--- config.mk ---
export PLATFORM = sky130hd
export DESIGN_NAME = mc_ctrl
export DESIGN_NICKNAME = d
export VERILOG_FILES = /design/src/rtl/mc_ctrl.sv
export SDC_FILE = /design/constraint.sdc
export NUM_CORES = 1
export LEC_CHECK = 0
export ABC_AREA = 1
export ABC_CLOCK_PERIOD_IN_PS = 3900
export BUFFER_PORTS_ARGS = -buffer_cell sky130_fd_sc_hd__buf_2
export CAP_MARGIN = 25
export CORE_ASPECT_RATIO = 0.7
export CORE_UTILIZATION = 40
export CTS_CLUSTER_SIZE = 10
export DETAILED_ROUTE_END_ITERATION = 7
export GPL_TIMING_DRIVEN = 0
export PLACE_DENSITY = 0.67
export SLEW_MARGIN = 0
export SYNTH_ARGS = -nofsm -noshare
export SYNTH_HDL_FRONTEND = slang
export SYNTH_SLANG_ARGS = --single-unit
--- constraint.sdc ---
create_clock -name clk -period 3.9 [get_ports clk]
set_clock_uncertainty 0.15 [all_clocks]
set_input_delay 0.39 -clock clk [delete_from_list [all_inputs] [get_ports clk]]
set_output_delay 0.39 -clock clk [all_outputs]
set_load 0.02 [all_outputs]
--- src/rtl/mc_ctrl.sv ---
// Multi-cycle RV32I main control: sequences FETCH/DECODE/EXEC/MEM/WB, drives datapath
// selects and strobes, and halts with sticky flags on illegal opcodes or memory timeouts.
module mc_ctrl #(
   parameter int TIMEOUT      = 255,
   parameter int TIMEOUT_W    = 8,
   parameter bit SUPPORT_JUMP = 1'b1
) (
   input  logic       clk,
   input  logic       rstn,
   input  logic [6:0] opcode,
   input  logic       mem_ready,
   input  logic       branch_taken,
   output logic [2:0] state,
   output logic       mem_req,
   output logic       mem_write,
   output logic       ir_write,
   output logic       pc_write,
   output logic [1:0] pc_sel,
   output logic       alu_src_a,
   output logic       alu_src_b,
   output logic [1:0] aluop,
   output logic [1:0] wb_sel,
   output logic       reg_write,
   output logic       illegal,
   output logic       fault
);

   typedef enum logic [2:0] {
      S_IDLE   = 3'd0,
      S_FETCH  = 3'd1,
      S_DECODE = 3'd2,
      S_EXEC   = 3'd3,
      S_MEM    = 3'd4,
      S_WB     = 3'd5,
      S_HALT   = 3'd7
   } state_t;

   localparam logic [6:0] OP_R      = 7'b0110011;
   localparam logic [6:0] OP_I      = 7'b0010011;
   localparam logic [6:0] OP_LOAD   = 7'b0000011;
   localparam logic [6:0] OP_STORE  = 7'b0100011;
   localparam logic [6:0] OP_BRANCH = 7'b1100011;
   localparam logic [6:0] OP_LUI    = 7'b0110111;
   localparam logic [6:0] OP_AUIPC  = 7'b0010111;
   localparam logic [6:0] OP_JAL    = 7'b1101111;
   localparam logic [6:0] OP_JALR   = 7'b1100111;

   localparam int TO_LAST_I = (TIMEOUT == 0) ? 0 : TIMEOUT - 1;
   localparam logic [TIMEOUT_W-1:0] TO_LAST = TO_LAST_I[TIMEOUT_W-1:0];

   state_t               cur, nxt;
   logic [6:0]           op_q;
   logic [TIMEOUT_W-1:0] wait_q;
   logic                 illegal_q, fault_q;
   logic                 set_illegal, set_fault;
   logic                 timeout_hit;

   function automatic logic is_legal(input logic [6:0] op);
      logic jump_cls;
      jump_cls = (op == OP_LUI) || (op == OP_AUIPC) || (op == OP_JAL) || (op == OP_JALR);
      return (op == OP_R) || (op == OP_I) || (op == OP_LOAD) || (op == OP_STORE) ||
             (op == OP_BRANCH) || (SUPPORT_JUMP && jump_cls);
   endfunction

   assign state       = cur;
   assign illegal     = illegal_q;
   assign fault       = fault_q;
   assign timeout_hit = (TIMEOUT != 0) && !mem_ready && (wait_q == TO_LAST);

   always_ff @(posedge clk or negedge rstn) begin
      if (!rstn) begin
         cur       <= S_IDLE;
         op_q      <= '0;
         wait_q    <= '0;
         illegal_q <= 1'b0;
         fault_q   <= 1'b0;
      end else begin
         cur       <= nxt;
         illegal_q <= illegal_q | set_illegal;
         fault_q   <= fault_q | set_fault;
         if (cur == S_DECODE) op_q <= opcode;
         // Counter measures only consecutive stall cycles within one wait state.
         if (nxt != cur) wait_q <= '0;
         else if (((cur == S_FETCH) || (cur == S_MEM)) && !mem_ready) wait_q <= wait_q + 1'b1;
      end
   end

   // mem_req holds from FETCH/MEM entry until the mem_ready cycle; mem_ready
   // completes a request only while mem_req is high and is ignored elsewhere.
   always_comb begin
      nxt         = cur;
      mem_req     = 1'b0;
      mem_write   = 1'b0;
      ir_write    = 1'b0;
      pc_write    = 1'b0;
      pc_sel      = 2'b00;
      alu_src_a   = 1'b0;
      alu_src_b   = 1'b0;
      aluop       = 2'b00;
      wb_sel      = 2'b00;
      reg_write   = 1'b0;
      set_illegal = 1'b0;
      set_fault   = 1'b0;
      case (cur)
         S_IDLE: nxt = S_FETCH;
         S_FETCH: begin
            mem_req = 1'b1;
            if (mem_ready) begin
               ir_write = 1'b1;
               nxt      = S_DECODE;
            end else if (timeout_hit) begin
               nxt       = S_HALT;
               set_fault = 1'b1;
            end
         end
         S_DECODE: begin
            if (is_legal(opcode)) nxt = S_EXEC;
            else begin
               nxt         = S_HALT;
               set_illegal = 1'b1;
            end
         end
         S_EXEC: begin
            nxt = S_WB;
            case (op_q)
               OP_R: aluop = 2'b10;
               OP_I: begin
                  aluop     = 2'b11;
                  alu_src_b = 1'b1;
               end
               OP_LOAD, OP_STORE: begin
                  alu_src_b = 1'b1;
                  nxt       = S_MEM;
               end
               OP_BRANCH: begin
                  aluop    = 2'b01;
                  pc_write = 1'b1;
                  pc_sel   = branch_taken ? 2'b01 : 2'b00;
                  nxt      = S_FETCH;
               end
               OP_AUIPC: begin
                  alu_src_a = 1'b1;
                  alu_src_b = 1'b1;
               end
               OP_JALR: alu_src_b = 1'b1;
               default: ;
            endcase
         end
         S_MEM: begin
            mem_req   = 1'b1;
            mem_write = (op_q == OP_STORE);
            alu_src_b = 1'b1;
            if (mem_ready) begin
               if (op_q == OP_STORE) begin
                  pc_write = 1'b1;
                  nxt      = S_FETCH;
               end else nxt = S_WB;
            end else if (timeout_hit) begin
               nxt       = S_HALT;
               set_fault = 1'b1;
            end
         end
         S_WB: begin
            reg_write = 1'b1;
            pc_write  = 1'b1;
            nxt       = S_FETCH;
            case (op_q)
               OP_LOAD: wb_sel = 2'b01;
               OP_LUI:  wb_sel = 2'b11;
               OP_AUIPC: begin
                  alu_src_a = 1'b1;
                  alu_src_b = 1'b1;
               end
               OP_JAL: begin
                  wb_sel = 2'b10;
                  pc_sel = 2'b01;
               end
               OP_JALR: begin
                  wb_sel    = 2'b10;
                  pc_sel    = 2'b10;
                  alu_src_b = 1'b1;
               end
               default: ;
            endcase
         end
         S_HALT:  nxt = S_HALT;
         default: nxt = S_IDLE;
      endcase
   end

endmodule
==> out/metrics.yaml <==
run_status:
  status: "finished, final reports clean"
min_path:
  min_path_cells: 3
  hold_path_class: "in2reg"
  worstHoldEndpoint: "op_q[1]"
  min_from: "opcode[1]"
placed_design:
  place_hpwl_um: 2320
  dp_slack_ps: 1930
  io_buffers: 28
  gp_congestion: 0.773
sta:
  layout_setup_ws_ps: 1610
  min_period_ps: 2290
  finalCritPeriodShare: 0.587
  clock.fmax_mhz: 437
  slew_violations: 0
  worst_hold_slack_ps: 199
  setup_tns_ps: 0
  hold_viol_final: 0
  tightest_slew_ps: 483
  relSlewSlack: 0.678
  setup_viol: 0
  rsz0062_at_grt: "no"
die:
  rows: 17
  fp.dieW_um: 73.2
  start_util: 0.436
  die_h_um: 51.8
  io_pins: 29
  core_sq_um: 3250
  design.die.area_sq_um: 3790
route:
  viasPerCell: 4.55
  avgRoutedWirePerCell_um: 10.9
  wl_met3_um: 152
  top_layer_used: "met4"
  first_iter_violations: 69
  routed-wl-met2_um: 1100
  num_vias: 1243
  drc: 0
  met1_length_um: 1710
  wl_um: 2980
  ant_nets: 0
  first_pass_iters: 4
worst_setup_path:
  r2r_end: "wait_q[5]"
  cp-end-kind: "primary output"
  cp.required_ps: 3360
  crit_type: "reg2out"
  r2r_slack_ps: 2100
  crit_fanout: 8
  reg2reg_depth: 9
  crit_arrival_ps: 1750
  timing.rr.start: "state[0]"
  cp-start-kind: "flip-flop"
power_and_ir_drop:
  pwr-share-seq: 0.477
  p_sw_frac: 0.195
  p_clk_frac: 0.487
  p_switching_uw: 84.6
  max-vdd-ir-drop_mv: 0.158
  p_comb_frac: 0.036
  leakage_nw: 0.860
  internal-power_uw: 350
  p_per_area_nw_per_um2: 256
logic_synthesis:
  synth-simple-area-share: 0.437
  yosysUniqueCellTypes: 31
  syn-cell-area_sq_um: 1420
  synth_area_per_cell_sq_um: 7.35
  syn_nets: 206
  async_flop_share: 1.00
  synth.area.mux_share: 0
  syn_inst: 193
  synth_xor_area_frac: 0.0432
  synth_area_leaders: "dfrtp_1, nand2_1, inv_1"
  synth-edff-count: 0
  ys_warn_count: 0
  synthFlopType: "dfrtp_1"
  netlist.area_leader.share: 0.353
  synth_area_leader_cell: "dfrtp_1"
  ys_ff_latch: 20
  synth_top_family_by_area: "simple AND/OR/NAND/NOR gates"
  synth_compound_area_frac: 0.0680
  synthAdderAreaFrac: 0.0177
  ys_seq_area_frac: 0.353
cts:
  cts_tree: "yes"
  clk_latency_ps: 260
  cts_sinks: 20
  cts_setup_buffers: 0
  cts_max_level: 1
  cts_buffers: 3
  cts.clk_slew.worst_paths_ps: 80
  clockBufferDepth: 2
  clock-root-buffer: "clkbuf_8"
final_layout:
  num_antenna_cells: 0
  num-fill-cells: 328
  finalCoreUtilization: 0.522
  drive_gt1_frac: 0.274
  syn2layout_area_growth_pct: 19.8
  layout.nets: 240
global_route:
  grt.overflow.total: 0
  grt_antenna_before_repair: 0
  grt_first_pass_wirelength_um: 5040
  grt_pass1_vias: 1074
  track_usage: 0.177
  grt_max_degree: 21
flow_run:
  maxCapViolations: 0
[synth_stat cells, types with 2 or more instances]
master	number
ha_1	2
nand2_4	3
nand2_1	59
o21ai_0	7
nor3_2	8
dfrtp_1	20
nand3_1	11
nand4_1	3
nor3_1	2
a21oi_1	3
nand3_2	3
nor2_1	19
inv_2	5
inv_1	23
xor2_1	6
nand2_2	3
nor2_4	2
[logic make-up (layout without fill, tap and decap cells)]
group / count (synthesis) / in the layout
AOI/OAI and AO/OA: 16 / 16
DFF: 20 / 20
adders and majority gates: 2 / 2
xor gates and xnor gates: 7 / 7
and+or+nand+nor: 118 / 118
buffers and inverters: 30 / 63
[worst max-delay path, stage by stage (launching register included)]
cell and delay (ps):
dfrtp_1 490, nand2_1 120, nor2_2 200, and3_2 230, nand2_1 70, a32oi_1 180, buf_2 190
[power groups by stage]
stage                     registers [mW]  clock network [mW]  logic, mW
after floorplan                    0.211                   0    0.00315
after global placement             0.211                   0     0.0154
after detailed placement           0.211                   0     0.0155
after CTS                          0.207               0.220     0.0163
after global routing               0.207               0.228     0.0185
final                              0.207               0.211     0.0158
[routing by layer]
metal	up-vias	track usage
met5	-	0
met4	0	0.0294
met3	2	0.0465
met2	26	0.245
met1	538	0.275
li1	677	-
[cell usage in the layout (no fill, tap or decap), drive strengths merged]
master / synthesis / routed
a21oi: 3 / 3
a32oi: 1 / 1
and3: 2 / 2
buf: 0 / 28
bufinv: 0 / 1
clkbuf: 1 / 4
dfrtp: 20 / 20
dlygate4sd3: 0 / 1
ha: 2 / 2
inv: 29 / 29
nand2: 65 / 65
nand3: 15 / 15
nand4: 3 / 3
nor2: 23 / 23
nor3: 10 / 10
o211ai: 1 / 1
o21ai: 9 / 9
o21bai: 1 / 1
o32ai: 1 / 1
xnor2: 1 / 1
xor2: 6 / 6
[worst max path at each step]
stage | start | cells after the start | endpoint
2_1_floorplan | state[2] | 6 | alu_src_b
3_3_place_gp | state[0] | 6 | alu_src_b
3_5_place_dp | state[0] | 6 | alu_src_b
4_1_cts | state[0] | 6 | alu_src_b
5_1_grt | state[0] | 6 | alu_src_b
6_report | state[0] | 6 | alu_src_b
[repair_timing]
| item | 4_1_cts | 5_1_grt |
|---|---|---|
| hold buffers | 1 | 0 |
| gates resized for setup | 0 | 0 |
| endpoints found under the setup margin | 0 | 0 |
| endpoints found under the hold margin | 20 | 0 |
[area by class of cell]
class	count	area, sq um	area share
multi-input combinational	143	802	0.472
sequential	20	500	0.295
timing repair buffer	29	150	0.0884
inverter	29	111	0.0656
tap	47	58.8	0.0346
clock buffer	3	41.3	0.0243
clock inverter	1	30.0	0.0177
buffer	1	3.75	0.00221
[per-stage QoR]
stage          std cells  area [sq um]  power (mW)
2_1_floorplan        193          1420       0.215
3_3_place_gp         268          1620       0.227
3_5_place_dp         268          1620       0.227
4_1_cts              273          1700       0.444
5_1_grt              273          1700       0.453
6_report             273          1700       0.434
[flip-flops by register name, indices dropped and copies added, names as in the netlist]
| register | flops |
|---|---|
| fault | 1 |
| illegal | 1 |
| op_q | 7 |
| state | 3 |
| wait_q | 8 |
Note: power is estimated with default switching activity, not from simulation.
